==> src/rtl/vertex_pkg.sv <==
// Shared vertex/triangle types and host command-stream constants for the triangle loader.
// Triangles are stored packed with v0 in the most significant bits.
package vertex_pkg;

    typedef logic signed [31:0] q16_16_t;

    typedef struct packed {
        q16_16_t x;
        q16_16_t y;
        q16_16_t z;
    } vec3_t;

    typedef struct packed {
        vec3_t       pos;
        logic [11:0] color;
    } vertex_t;

    typedef struct packed {
        vertex_t v0;
        vertex_t v1;
        vertex_t v2;
    } triangle_t;

    localparam logic [7:0] SYNC_BYTE   = 8'hA5;
    localparam logic [7:0] CMD_TRI     = 8'h01;
    localparam logic [7:0] CMD_COMMIT  = 8'h02;
    localparam logic [7:0] CMD_RESTART = 8'h03;

    localparam int TRI_BYTES    = 42;
    localparam int VERTEX_BYTES = 14;

    typedef enum logic [2:0] {
        ST_IDLE,
        ST_CMD,
        ST_PAYLOAD,
        ST_WRITE,
        ST_COMMIT
    } ld_state_t;

    // Position words arrive little-endian, so byte k of the vertex sits at bits [8k+7:8k].
    function automatic vertex_t unpack_vertex(input logic [95:0] pos_b, input logic [11:0] col_b);
        vertex_t v;
        v.pos.x = $signed(pos_b[31:0]);
        v.pos.y = $signed(pos_b[63:32]);
        v.pos.z = $signed(pos_b[95:64]);
        v.color = col_b;
        return v;
    endfunction

endpackage

==> src/rtl/triangle_loader_asm.sv <==
// tri_byte_assembler: 42-byte shift register with a byte counter; full_o flags the byte
// that completes a triangle, and tri_o is the decoded triangle held in the register.
module tri_byte_assembler
    import vertex_pkg::*;
(
    input  logic       clk,
    input  logic       rst_n,
    input  logic       clr_i,
    input  logic       shift_i,
    input  logic [7:0] byte_i,
    output triangle_t  tri_o,
    output logic       full_o
);

    localparam int CNT_W = $clog2(TRI_BYTES);
    localparam int SR_W  = TRI_BYTES * 8;
    localparam int VB    = VERTEX_BYTES * 8;

    logic [CNT_W-1:0] cnt_q, cnt_d;
    logic [SR_W-1:0]  sr_q, sr_d;

    always_comb begin
        cnt_d  = cnt_q;
        sr_d   = sr_q;
        full_o = 1'b0;
        if (clr_i) begin
            cnt_d = '0;
        end else if (shift_i) begin
            // New bytes enter at the top; after 42 shifts byte 0 rests at the bottom.
            sr_d = {byte_i, sr_q[SR_W-1:8]};
            if (cnt_q == CNT_W'(TRI_BYTES - 1)) begin
                full_o = 1'b1;
                cnt_d  = '0;
            end else begin
                cnt_d = cnt_q + 1'b1;
            end
        end
    end

    always_ff @(posedge clk) begin
        if (!rst_n) begin
            cnt_q <= '0;
        end else begin
            cnt_q <= cnt_d;
        end
    end

    always_ff @(posedge clk) begin
        sr_q <= sr_d;
    end

    assign tri_o.v0 = unpack_vertex(sr_q[0*VB +: 96], sr_q[0*VB+96 +: 12]);
    assign tri_o.v1 = unpack_vertex(sr_q[1*VB +: 96], sr_q[1*VB+96 +: 12]);
    assign tri_o.v2 = unpack_vertex(sr_q[2*VB +: 96], sr_q[2*VB+96 +: 12]);

endmodule

==> src/rtl/triangle_loader.sv <==
// Host byte-stream parser that assembles triangles, writes them to the triangle RAM and
// publishes the committed triangle count to the feeder.
module triangle_loader
    import vertex_pkg::*;
#(
    parameter int N_TRIS = 430,
    parameter int ADDR_W = $clog2(N_TRIS)
) (
    input  logic              clk,
    input  logic              rst_n,
    input  logic [7:0]        in_byte,
    input  logic              in_valid,
    output logic              in_ready,
    input  logic              feeder_busy,
    output logic              mem_we,
    output logic [ADDR_W-1:0] mem_addr,
    output triangle_t         mem_wdata,
    output logic [ADDR_W:0]   tri_count,
    output logic              done,
    output logic              err
);

    localparam logic [ADDR_W:0] MAX_PTR = (ADDR_W+1)'(N_TRIS);

    ld_state_t       state_q, state_d;
    logic [ADDR_W:0] wr_ptr_q, wr_ptr_d;
    logic [ADDR_W:0] tri_count_q, tri_count_d;
    logic            ready_en_q;

    logic            accept;
    logic            asm_clr, asm_shift, asm_full;
    logic            we_c, done_c, err_c;
    triangle_t       asm_triangle;

    tri_byte_assembler u_asm (
        .clk     (clk),
        .rst_n   (rst_n),
        .clr_i   (asm_clr),
        .shift_i (asm_shift),
        .byte_i  (in_byte),
        .tri_o   (asm_triangle),
        .full_o  (asm_full)
    );

    // ready_en_q keeps in_ready low until the first edge after reset is released.
    assign in_ready = ready_en_q &&
                      (state_q == ST_IDLE || state_q == ST_CMD || state_q == ST_PAYLOAD);
    assign accept   = in_valid && in_ready;

    always_comb begin
        state_d     = state_q;
        wr_ptr_d    = wr_ptr_q;
        tri_count_d = tri_count_q;
        asm_clr     = 1'b0;
        asm_shift   = 1'b0;
        we_c        = 1'b0;
        done_c      = 1'b0;
        err_c       = 1'b0;
        case (state_q)
            ST_IDLE: begin
                if (accept && in_byte == SYNC_BYTE) state_d = ST_CMD;
            end
            ST_CMD: begin
                if (accept) begin
                    case (in_byte)
                        CMD_TRI: begin
                            asm_clr = 1'b1;
                            state_d = ST_PAYLOAD;
                        end
                        CMD_COMMIT:  state_d = ST_COMMIT;
                        CMD_RESTART: begin
                            wr_ptr_d = '0;
                            state_d  = ST_IDLE;
                        end
                        default: begin
                            err_c   = 1'b1;
                            state_d = ST_IDLE;
                        end
                    endcase
                end
            end
            ST_PAYLOAD: begin
                // Every payload byte is data, including 0xA5.
                asm_shift = accept;
                if (asm_full) state_d = ST_WRITE;
            end
            ST_WRITE: begin
                if (wr_ptr_q < MAX_PTR) begin
                    we_c     = 1'b1;
                    wr_ptr_d = wr_ptr_q + 1'b1;
                end else begin
                    err_c = 1'b1;
                end
                state_d = ST_IDLE;
            end
            ST_COMMIT: begin
                if (!feeder_busy) begin
                    tri_count_d = wr_ptr_q;
                    wr_ptr_d    = '0;
                    done_c      = 1'b1;
                    state_d     = ST_IDLE;
                end
            end
            default: state_d = ST_IDLE;
        endcase
    end

    always_ff @(posedge clk) begin
        if (!rst_n) begin
            state_q     <= ST_IDLE;
            wr_ptr_q    <= '0;
            tri_count_q <= '0;
            ready_en_q  <= 1'b0;
        end else begin
            state_q     <= state_d;
            wr_ptr_q    <= wr_ptr_d;
            tri_count_q <= tri_count_d;
            ready_en_q  <= 1'b1;
        end
    end

    assign mem_we    = we_c && rst_n;
    assign done      = done_c && rst_n;
    assign err       = err_c && rst_n;
    assign mem_addr  = wr_ptr_q[ADDR_W-1:0];
    assign mem_wdata = asm_triangle;
    assign tri_count = tri_count_q;

endmodule
==> config.mk <==
export PLATFORM = sky130hd
export DESIGN_NAME = triangle_loader
export DESIGN_NICKNAME = d
export VERILOG_FILES = /design/src/rtl/vertex_pkg.sv /design/src/rtl/triangle_loader_asm.sv /design/src/rtl/triangle_loader.sv
export SDC_FILE = /design/constraint.sdc
export NUM_CORES = 1
export LEC_CHECK = 0
export ABC_AREA = 1
export CAP_MARGIN = 10
export CORE_MARGIN = 3
export CORE_UTILIZATION = 50
export DETAILED_ROUTE_END_ITERATION = 8
export PLACE_DENSITY = 0.81
export REMOVE_ABC_BUFFERS = 1
export SETUP_SLACK_MARGIN = 0.05
export SYNTH_ARGS = -nofsm -noshare
export SYNTH_HDL_FRONTEND = slang
export SYNTH_SLANG_ARGS = --single-unit
==> constraint.sdc <==
create_clock -name clk -period 18.2 [get_ports clk]
set_input_delay 3.64 -clock clk [delete_from_list [all_inputs] [get_ports clk]]
set_output_delay 3.64 -clock clk [all_outputs]
set_load 0.05 [all_outputs]
After elaboration in Yosys (flattened, before gate mapping) --
Cells that the tools add are included.
Storage, ports and cells: bits in registers 366, input port bits 12, output and inout port bits 347
Cells by class: add/sub/neg operators 2, order comparisons 1, equality and inequality tests 15, multiplexer cells 28, bitwise logic cells 3, reductions and logical operators 16
Operators by type and width (number):
- $mux 10 | 4
- $pmux 10 s3 | 1
- $eq 8x2->1 const B | 2
- $mux 1 | 15
- $mux 3 | 4
- $pmux 3 s4 | 1
- $add 10x1->10 const B | 1
- $lt 10x9->1 const B | 1
- $eq 8x1->1 const B | 1
- $eq 8x8->1 const B | 1
- $ne 2x2->1 const B | 4
- $add 6x1->6 const B | 1
- $eq 3x2->1 const B | 2
- $eq 6x6->1 const B | 1
- $logic_and 1x1->1 | 6
- $mux 6 | 1
- $pmux 3 s2 | 1
- $reduce_and 5->1 | 1
- $ne 2x1->1 const B | 2
- $reduce_and 2->1 | 2
- $reduce_and 4->1 | 1
- $eq 3x1->1 const B | 1
- $eq 3x3->1 const B | 1
- $logic_not 3->1 | 1
- 6 further kinds | 9

Depth between registers and ports, before layout --
Gate-level depths: netlist (run 1).
depth after elaboration 10, depth in mapped cells 11, gate-level depth less buffers 10

By module --
From an unflattened synthesis (run 1), not the netlist that was laid out.
Unflattened totals: cells, all modules 942, area, all modules 14337.5 µm²
Modules (own cells, without submodules):
- tri_byte_assembler | instances 1, cells an instance 710, area an instance 12859.8 µm²
- triangle_loader | instances 1, cells an instance 232, area an instance 1477.7 µm²

Least setup slack after synthesis (run 1) --
Ideal clock, no wire load.
kind input to register, start input port in_valid, end register u_asm.cnt_q[1], setup time 0.148 ns, arrival time 11.231 ns, path slack 6.821 ns, stages 5, path buffers 0, cell sequence nand4_1 -> inv_1 -> o21ai_0 -> o21ai_0 -> nor2_1
Between the ends: cells in the longest elaborated chain, start to end 4, elaborated cells on any way between the ends 5
Ends and longest elaborated chain:
- start, declared | RTL line triangle_loader.sv:12 | input logic in_valid,
- $logic_and 1x1->1 * | RTL line triangle_loader.sv:48 | assign accept = in_valid && in_ready;
- $mux 1 | RTL line triangle_loader.sv:64 | if (accept) begin
- $mux 1 | RTL line triangle_loader.sv:59 | case (state_q)
- $reduce_or 2->1 (no line)
- end signal, assigned | RTL line triangle_loader_asm.sv:44 | cnt_q <= cnt_d;
- end, declared | RTL line triangle_loader_asm.sv:19 | logic [CNT_W-1:0] cnt_q, cnt_d;
Every way passes the cells marked *; elsewhere a longest branch is shown, timed or not. A chain may end at the register's enable or synchronous reset.

Final worst setup path (run 1) --
start input port rst_n, end output port err
Between the ends: cells in the longest elaborated chain, start to end 1
Ends and longest elaborated chain:
- start, declared | RTL line triangle_loader.sv:10 | input logic rst_n,
- $logic_and 1x1->1 | RTL line triangle_loader.sv:124 | assign err = err_c && rst_n;
- end, declared | RTL line triangle_loader.sv:20 | output logic err
No other way between the ends.

==> results of run 1 <==
-- power by group through the flow --
stage	combinational [W]	clock [W]	sequential, W
after floorplan	0.00000349	0	0.000922
after global placement	0.00000777	0	0.000922
after detailed placement	0.00000816	0	0.000922
after CTS	0.00000829	0.000751	0.000904
after global routing	0.00000899	0.000786	0.000904
final	0.00000833	0.000736	0.000904
-- placed cells by master (no fill, tap or decap) --
| cell type | netlist | routed |
|---|---|---|
| inv_8 | 0 | 1 |
| nor2_4 | 1 | 1 |
| a21oi_2 | 1 | 1 |
| clkinvlp_4 | 0 | 1 |
| o21ai_0 | 4 | 4 |
| nand3_4 | 1 | 1 |
| clkbuf_16 | 0 | 41 |
| clkinv_2 | 0 | 5 |
| nand3_2 | 2 | 2 |
| ha_1 | 3 | 3 |
| xnor2_1 | 2 | 2 |
| nor2_2 | 4 | 4 |
| clkinv_4 | 0 | 2 |
| bufinv_16 | 0 | 1 |
| edfxtp_1 | 336 | 336 |
| nand4_1 | 4 | 4 |
| clkdlybuf4s50_1 | 0 | 358 |
| dfxtp_1 | 30 | 30 |
| clkbuf_1 | 3 | 7 |
| clkbuf_8 | 0 | 1 |
| nand2_1 | 63 | 63 |
| buf_12 | 0 | 1 |
| inv_2 | 2 | 2 |
| nor3_1 | 4 | 4 |
| o21bai_1 | 2 | 2 |
| nor2_1 | 40 | 40 |
| inv_6 | 0 | 1 |
| a21oi_1 | 24 | 24 |
| nand3_1 | 35 | 35 |
| clkinv_1 | 1 | 9 |
| nand2_2 | 2 | 2 |
| xor2_1 | 5 | 5 |
| inv_1 | 33 | 32 |
| and2_1 | 1 | 1 |
-- metrics by stage --
| step | worst slack (ps) | power, W |
|---|---|---|
| 3_5_place_dp | 8591 | 0.0009303 |
| 5_1_grt | 8470 | 0.001699 |
| 3_3_place_gp | 8675 | 0.0009299 |
| 6_report | 8594 | 0.001648 |
| 4_1_cts | 8593 | 0.001663 |
| 2_1_floorplan | 6821 | 0.0009257 |
-- registers in the layout, indices dropped and copies added, names as in the netlist --
name / flops
u_asm.sr_q: 336
tri_count: 10
wr_ptr_q: 10
u_asm.cnt_q: 6
state_q: 3
ready_en_q: 1
-- cell families (layout without fill, tap and decap cells) --
group	count (synthesis)	after routing	synth area share (%)
AO/OA/AOI/OAI	31	31	1.143
XOR/XNOR	7	7	0.4275
buffers and inverters	379	462	18.76
flip-flops	366	366	74.54
adder cells (fa/ha/maj)	3	3	0.2617
AND/OR/NAND/NOR	157	157	4.877
-- area by class of cell --
class,instances,area share (%)
flip-flops and latches,366,62.68
repair buffers,359,21.13
clock buffers,49,6.250
multi-input cells,198,5.641
well taps,378,2.773
inverters,36,0.8363
clock inverters,18,0.6969
-- metal layers --
| layer | global-route usage [%] | vias up | share of wire [%] |
|---|---|---|---|
| li1 | - | 3042 | - |
| met1 | 21.17 | 3338 | 36 |
| met2 | 28.85 | 402 | 47 |
| met3 | 9.425 | 59 | 14 |
| met4 | 5.918 | 0 | 3.0 |
| met5 | 0 | - | 0 |
-- final timing paths --
kind                                      start              end  cells past startpoint
worst min-delay path            u_asm.sr_q[221]  u_asm.sr_q[213]                      0
worst max register to register       state_q[0]  u_asm.sr_q[197]                      4
worst max-delay path                      rst_n              err                      4
worst min register to register  u_asm.sr_q[221]  u_asm.sr_q[213]                      0
==> impl_metrics.env, run 1 <==
export IMPL_outcome="finished clean"
export IMPL_antenna_cells=0
export IMPL_htreeDepth=2
export IMPL_cp_start_kind="input pin"
export IMPL_final_setup_tns_ps=0
export IMPL_max_freq_mhz=104.1
export IMPL_drt_wl_total_um=28790
export IMPL_synth_top_cell_area_share_pct=70.35
export IMPL_power_frac_comb_pct=0.5
export IMPL_viasPerCell=4.873
export IMPL_p_sw_share_pct=18.96
export IMPL_seq_area_sq_um=10690
export IMPL_root_buffer="clkbuf_16"
export IMPL_hpwl_um=19760
export IMPL_leakage_nw=5.653
export IMPL_yosysMostFrequentCell="edfxtp_1"
export IMPL_cp_top_family="buffers and inverters"
export IMPL_dr_pass1_iters=5
export IMPL_fin_nets=1015
export IMPL_ys_async_sr_fraction_pct=0
export IMPL_grt_overflow=0
export IMPL_drive_gt1_share_pct=6.530
export IMPL_placementRows=61
export IMPL_fin_area_sq_um=17060
export IMPL_syn_inst=943
export IMPL_synthTopCellsByArea="edfxtp_1 70%, buf_4 17%, dfxtp_1 4.2%, nand2_1 1.6%, nand3_1 1.2%"
export IMPL_synth_yosys_seq_area_share_pct=74.54
export IMPL_routedWlPerCell_um=20.50
export IMPL_worst_pin_slew_ps=1115
export IMPL_grt_pass1_wl_um=42840
export IMPL_num_io_pins=359
export IMPL_syn_avg_cell_area_sq_um=15.21
export IMPL_multi_input_area_sq_um=962.2
export IMPL_synth_flop_cell="edfxtp_1"
export IMPL_final_hold_viol_count=0
export IMPL_rsz0062_at_grt="no"
export IMPL_fin_util_pct=60.89
export IMPL_slew_headroom_pct=25.70
export IMPL_yosys_warnings=0
export IMPL_hold_path_class="reg2reg"
export IMPL_cts_resized_gates=0
export IMPL_cp_arrival_ps=5970
export IMPL_dp_cells=1337
export IMPL_synth_seq_cells=366
export IMPL_numPortBuffers=358
export IMPL_core_area_sq_um=28010
export IMPL_intPower_w=0.001336
export IMPL_via_count=6841
export IMPL_finalSetupViolations=0
export IMPL_crit_type="in2out"
export IMPL_dr_first_iter_drc_count=548
export IMPL_cts_max_path_buffers=3
export IMPL_track_usage_pct=18.05
export IMPL_insertion_delay_ps=510
export IMPL_grt_pass1_vias=6920
export IMPL_syn2layout_area_growth_pct=18.92
export IMPL_cpMaxStageDelayCell="clkdlybuf4s50_1"
export IMPL_grt_antenna_before_repair=0
export IMPL_layout_cells_non_filler=1404
export IMPL_p_clk_share_pct=44.6
export IMPL_setup_worst_path_end_class="primary output"
export IMPL_cts_sinks=366
export IMPL_synth_edff_count=336
export IMPL_fin_crit_sh_pct=52.78
export IMPL_grt_max_degree=212
export IMPL_cts_buffers=39
export IMPL_fin_worst_hold_slack_ps=414.6
export IMPL_drv_slew=0
export IMPL_seq_power_share_pct=54.9
export IMPL_path_cells="clkdlybuf4s50_1, clkinv_1, a21oi_1, clkdlybuf4s50_1"
export IMPL_ir_drop_v=0.00008237
export IMPL_fin_worst_skew_ps=20.27
export IMPL_gp_congestion=0.9006
export IMPL_cts_tree="built"
export IMPL_cts_setup_buffers=0
export IMPL_yosys_area_top_type="edfxtp_1"
export IMPL_synth_commonest_cells="336 x edfxtp_1, 334 x buf_4, 63 x nand2_1, 40 x nor2_1, 35 x nand3_1"
export IMPL_crit_path_frequent_cell="clkdlybuf4s50_1"
export IMPL_power_density_nw_per_um2=96.63
export IMPL_drtAntennaViolNets=0
export IMPL_cp_required_ps=14560
export IMPL_period_minus_slack_ps=9606
export IMPL_die_h_um=175.4
export IMPL_syn_cell_area_sq_um=14340
export IMPL_cap_violations=0
export IMPL_die_area_sq_um=30750
export IMPL_ff2ff_setup_slack_ps=15170
export IMPL_path_max_fanout=26
export IMPL_synth_distinct_cells=27
export IMPL_cts_hold_buf=0
export IMPL_die_x_um=175.4
export IMPL_fillers=1971
export IMPL_slowest_delay_ps=860
export IMPL_initial_core_util_pct=51.20
export IMPL_place_area_sq_um=15870
export IMPL_p_switching_w=0.0003125
export IMPL_post_route_drc_count=0
export IMPL_critPathBufInv=3
export IMPL_path_clk_slew_ps=60
No activity file was read; power rests on OpenSTA's default activity.
==> inputs of run 2 (changes only) <==
--- a/config.mk
+++ b/config.mk
@@ -8,9 +8,9 @@
 export ABC_AREA = 1
 export CAP_MARGIN = 10
 export CORE_MARGIN = 3
-export CORE_UTILIZATION = 50
+export CORE_UTILIZATION = 49
 export DETAILED_ROUTE_END_ITERATION = 8
-export PLACE_DENSITY = 0.81
+export PLACE_DENSITY = 0.8
 export REMOVE_ABC_BUFFERS = 1
 export SETUP_SLACK_MARGIN = 0.05
 export SYNTH_ARGS = -nofsm -noshare
==> constraint.sdc (replaced) <==
create_clock -name clk -period 9.3 [get_ports clk]
set_input_delay 1.86 -clock clk [delete_from_list [all_inputs] [get_ports clk]]
set_output_delay 1.86 -clock clk [all_outputs]
set_load 0.05 [all_outputs]
==> run 2 against run 1 <==
  * Worst setup slack got worse by 5400 ps
  * Core utilization fell by 1.4 points
  * Sequential power rose by 96%
  * Count of clock-buffer cells in the layout rose by 1
  * Die area rose by 2.0%
  * Clock skew fell by 3.5 ps
  * First-iteration DRC count rose by 6.9%
  * Critical endpoint is now mem_we
  * Hold slack improved by 4.3 ps
  * Power rose by 98%
  * Non-clock buffer count rose by 2
  * Design area rose by 0.31%
  * Final cell count rose by 0.64%
==> impl_metrics.env, run 2 (synthesis results as in run 1) <==
export IMPL_dp_cells=1345
export IMPL_grt_max_degree=123
export IMPL_hold_start="u_asm.sr_q[108]"
export IMPL_reg2reg_to="u_asm.sr_q[149]"
export IMPL_cpMaxStageDelayCell="clkdlybuf4s50_1"
export IMPL_die_h_um=177.1
export IMPL_root_buffer="clkbuf_16"
export IMPL_holdPathEnd="u_asm.sr_q[100]"
export IMPL_cp_arrival_ps=4200
export IMPL_hold_path_class="reg2reg"
export IMPL_slowest_delay_ps=870
export IMPL_crit_type="in2out"
export IMPL_slew_headroom_pct=25.98
export IMPL_cap_violations=0
export IMPL_rsz0062_at_grt="no"
export IMPL_crit_path_frequent_cell="clkdlybuf4s50_1"
export IMPL_grt_overflow=0
export IMPL_outcome="finished clean"
export IMPL_leakage_nw=5.671
export IMPL_final_hold_viol_count=0
export IMPL_core_area_sq_um=28780
export IMPL_post_route_drc_count=0
export IMPL_die_area_sq_um=31360
export IMPL_max_freq_mhz=165.1
export IMPL_setup_worst_path_end_class="primary output"
export IMPL_die_x_um=177.1
export IMPL_period_minus_slack_ps=6057
export IMPL_dr_first_iter_drc_count=586
export IMPL_drv_slew=0
export IMPL_holdPathStages=0
export IMPL_max_flop_register="u_asm.sr_q"
export IMPL_worst_pin_slew_ps=1110
export IMPL_cp_required_ps=7440
export IMPL_layout_cells_non_filler=1413
export IMPL_cts_hold_buf=0
export IMPL_grt_pass1_wl_um=41670
export IMPL_syn2layout_area_growth_pct=19.29
export IMPL_cp_top_family="buffers and inverters"
export IMPL_antenna_cells=0
export IMPL_viasPerCell=4.819
export IMPL_finalSetupViolations=0
export IMPL_grt_pass1_vias=6905
export IMPL_num_io_pins=359
export IMPL_drt_wl_total_um=28320
export IMPL_numPortBuffers=358
export IMPL_initial_core_util_pct=49.83
export IMPL_path_clk_slew_ps=60
export IMPL_final_common_cell="clkdlybuf4s50_1"
export IMPL_fin_worst_skew_ps=16.80
export IMPL_path_cells="clkdlybuf4s50_1, clkinv_1, nor3_1, clkdlybuf4s50_1"
export IMPL_cts_resized_gates=0
export IMPL_cts_setup_buffers=0
export IMPL_rr_worst_depth=4
export IMPL_ir_drop_v=0.0001502
export IMPL_largest_reg_flops=336
export IMPL_routedWlPerCell_um=20.04
export IMPL_fin_worst_hold_slack_ps=418.9
export IMPL_cts_sinks=366
export IMPL_dr_pass1_iters=5
export IMPL_critPathBufInv=3
export IMPL_grt_antenna_before_repair=0
export IMPL_cp_start_kind="input pin"
export IMPL_place_area_sq_um=15880
export IMPL_drtAntennaViolNets=0
export IMPL_path_max_fanout=26
export IMPL_hpwl_um=19590
export IMPL_fin_crit_sh_pct=65.13
export IMPL_final_cell_mix="358 x clkdlybuf4s50_1, 336 x edfxtp_1, 63 x nand2_1, 41 x clkbuf_16, 40 x nor2_1"
export IMPL_track_usage_pct=17.43
export IMPL_fin_nets=1017
export IMPL_power_density_nw_per_um2=190.8
export IMPL_cts_tree="built"
export IMPL_via_count=6809
export IMPL_drive_gt1_share_pct=6.706
export IMPL_insertion_delay_ps=510
export IMPL_htreeDepth=2
export IMPL_cts_buffers=39
export IMPL_gp_congestion=0.9098
export IMPL_fin_area_sq_um=17110
export IMPL_rr_startpoint="state_q[2]"
export IMPL_placementRows=62
export IMPL_ff2ff_setup_slack_ps=6220
export IMPL_cts_max_path_buffers=3
run 2: worst max-delay path by stage:
stage / startpoint / endpoint / slack, ps / cells after the start
after floorplan: in_valid / u_asm.cnt_q[1] / -300 / 5
after global placement: rst_n / mem_we / 3350 / 4
after detailed placement: rst_n / mem_we / 3250 / 4
after CTS: rst_n / mem_we / 3240 / 4
after global routing: rst_n / mem_we / 3070 / 4
final: rst_n / mem_we / 3240 / 4
run 2: per-stage QoR:
stage / worst slack (ps) / utilization (%) / TNS [ps] / total power, W
global route: 3067 / 59.45 / 0 / 0.003373
global placement: 3349 / 55.18 / 0 / 0.001820
detailed placement: 3249 / 55.18 / 0 / 0.001821
floorplan: -299.0 / - / -299.0 / 0.001812
finish: 3243 / 59.45 / 0 / 0.003265
CTS: 3242 / 59.45 / 0 / 0.003306
run 2: area by class of cell:
cell class / count / area (sq um)
well taps: 384 / 480.5
multi-input cells: 198 / 962.2
inverters: 36 / 142.6
fillers: 2052 / 11670
repair buffers: 361 / 3606
clock inverters: 18 / 167.7
flip-flops and latches: 366 / 10690
clock buffers: 50 / 1060
run 2: report_power, final:
| part | total [W] | internal, W | switching (W) |
|---|---|---|---|
| clock network | 0.00148 | 0.000886 | 0.000592 |
| logic | 0.0000164 | 0.00000633 | 0.0000101 |
| registers | 0.00177 | 0.00177 | 0.000000353 |
run 2: layer usage:
layer / up-vias / share of wire, % / GRT usage [%]
met5: - / 0 / 0
met4: 0 / 2.6 / 5.434
met3: 48 / 14 / 8.280
met2: 427 / 47 / 28.11
met1: 3290 / 37 / 20.87
li1: 3044 / - / -
==> inputs of run 3 (changes only) <==
==> constraint.sdc (replaced) <==
create_clock -name clk -period 6 [get_ports clk]
set_input_delay 1.2 -clock clk [delete_from_list [all_inputs] [get_ports clk]]
set_output_delay 1.2 -clock clk [all_outputs]
set_load 0.05 [all_outputs]
==> run 3 against run 2 <==
  * Global-route usage down 0.26 points
  * Sequential share of layout area about the same
  * First-iteration DRC count down 2.0%
  * Core utilization about the same
  * Count of clock-buffer cells in the layout up 3
  * Power up 54%
  * Register-to-register slack worse by 2900 ps
  * Hold slack about the same
  * Clock power up 53%
  * Clock skew down 0.52 ps
  * Non-clock buffer count unchanged
  * Critical endpoint unchanged
==> impl_metrics.env, run 3 (synthesis results as in run 1) <==
export IMPL_outcome="finished clean"
export IMPL_cts_buffers=38
export IMPL_final_cell_mix="358 x clkdlybuf4s50_1, 336 x edfxtp_1, 63 x nand2_1, 41 x clkbuf_16, 40 x nor2_1"
export IMPL_htreeDepth=2
export IMPL_met3_length_um=4056
export IMPL_syn2layout_area_growth_pct=19.34
export IMPL_via_count=6744
export IMPL_dp_cells=1345
export IMPL_layout_cells_non_filler=1414
export IMPL_wl_met1_um=10530
export IMPL_setup_worst_path_end_class="primary output"
export IMPL_drt_wl_total_um=28050
export IMPL_finalSetupViolations=0
export IMPL_period_minus_slack_ps=4744
export IMPL_worst_pin_slew_ps=907.5
export IMPL_cp_startpoint="rst_n"
export IMPL_dr_first_iter_drc_count=574
export IMPL_rr_startpoint="state_q[0]"
export IMPL_track_usage_pct=17.17
export IMPL_final_setup_tns_ps=0
export IMPL_drv_slew=0
export IMPL_routedWlPerCell_um=19.83
export IMPL_num_io_pins=359
export IMPL_largest_reg_flops=336
export IMPL_cts_tree="built"
export IMPL_crit_type="in2out"
export IMPL_final_common_cell="clkdlybuf4s50_1"
export IMPL_cts_resized_gates=0
export IMPL_grt_antenna_before_repair=0
export IMPL_antenna_cells=0
export IMPL_gp_congestion=0.8896
export IMPL_max_freq_mhz=210.8
export IMPL_cp_start_kind="input pin"
export IMPL_power_density_nw_per_um2=293.7
export IMPL_ir_drop_v=0.0002982
export IMPL_ff2ff_setup_slack_ps=3290
export IMPL_drive_gt1_share_pct=6.602
export IMPL_placementRows=62
export IMPL_rr_worst_depth=4
export IMPL_die_area_sq_um=31360
export IMPL_fin_nets=1016
export IMPL_fin_worst_skew_ps=16.28
export IMPL_path_cells="clkdlybuf4s50_1, clkinv_1, nor3_1, clkdlybuf4s50_1"
export IMPL_hold_start="u_asm.sr_q[332]"
export IMPL_fin_crit_sh_pct=79.07
export IMPL_max_flop_register="u_asm.sr_q"
export IMPL_rsz0062_at_grt="no"
export IMPL_die_h_um=177.1
export IMPL_leakage_nw=5.679
export IMPL_post_route_drc_count=0
export IMPL_grt_pass1_vias=6695
export IMPL_slew_headroom_pct=39.50
export IMPL_die_x_um=177.1
export IMPL_insertion_delay_ps=510
export IMPL_cp_required_ps=4800
export IMPL_cts_hold_buf=0
export IMPL_path_clk_slew_ps=60
export IMPL_dr_pass1_iters=5
export IMPL_crit_path_frequent_cell="clkdlybuf4s50_1"
export IMPL_root_buffer="clkbuf_16"
export IMPL_wl_met2_um=12920
export IMPL_cp_arrival_ps=3540
export IMPL_core_area_sq_um=28780
export IMPL_hpwl_um=19510
export IMPL_grt_max_degree=132
export IMPL_final_hold_viol_count=0
export IMPL_cts_max_path_buffers=3
export IMPL_grt_overflow=0
export IMPL_highest_layer="met4"
export IMPL_cts_setup_buffers=0
export IMPL_reg2reg_to="u_asm.sr_q[182]"
export IMPL_drtAntennaViolNets=0
export IMPL_slowest_delay_ps=860
export IMPL_cap_violations=0
export IMPL_endpoint="mem_we"
export IMPL_hold_path_class="reg2reg"
export IMPL_path_max_fanout=26
export IMPL_initial_core_util_pct=49.83
export IMPL_cts_sinks=366
export IMPL_grt_pass1_wl_um=40690
export IMPL_numPortBuffers=358
export IMPL_cpMaxStageDelayCell="clkdlybuf4s50_1"
export IMPL_viasPerCell=4.769
==> run 3: area by class of cell <==
class                           instances  area [sq um]
Fill cell                            2076         11660
Sequential cell                       366         10690
Timing Repair Buffer                  361          3631
Clock buffer                           53          1081
Multi-Input combinational cell        198         962.2
Tap cell                              384         480.5
Inverter                               36         142.6
Clock inverter                         16         128.9
==> run 3: where the power goes <==
group	internal, W	switching [W]	leakage [nW]	total, W
registers	0.00274	0.000000591	3.26	0.00274
logic	0.00000981	0.0000156	1.83	0.0000254
clock network	0.00135	0.000912	0.593	0.00226
total	0.00410	0.000928	5.68	0.00503
==> run 3: stage by stage <==
stage | hold WS [ps] | power, W | cell area, sq um | utilization (%) | worst slack [ps]
3_5_place_dp | 412.8 | 0.002822 | 15910 | 55.27 | 1274
5_1_grt | 420.6 | 0.005188 | 17120 | 59.47 | 1105
6_report | 418.9 | 0.005027 | 17120 | 59.47 | 1256
3_3_place_gp | 402.5 | 0.002821 | 15910 | 55.27 | 1373
2_1_floorplan | 400.3 | 0.002808 | 11790 | - | -2939
4_1_cts | 418.2 | 0.005082 | 17120 | 59.47 | 1265
==> run 3: routing by layer <==
| layer | vias up | global-route usage, % |
|---|---|---|
| met5 | - | 0 |
| met2 | 384 | 27.05 |
| met1 | 3290 | 20.51 |
| met4 | 0 | 4.746 |
| li1 | 3035 | - |
| met3 | 35 | 9.481 |
==> run 3: worst min path at each step <==
| stage | end | slack (ps) | depth (start not counted) |
|---|---|---|---|
| after floorplan | u_asm.sr_q[100] | 400 | 0 |
| after global placement | u_asm.sr_q[215] | 400 | 0 |
| after detailed placement | u_asm.sr_q[325] | 410 | 0 |
| after CTS | u_asm.sr_q[326] | 420 | 0 |
| after global routing | u_asm.sr_q[100] | 420 | 0 |
| final | u_asm.sr_q[324] | 420 | 0 |
==> run 3: critical path, delay by kind of cell <==
kind          cells  cell delay (ps)
buf+inv           3             1970
simple gates      1              370
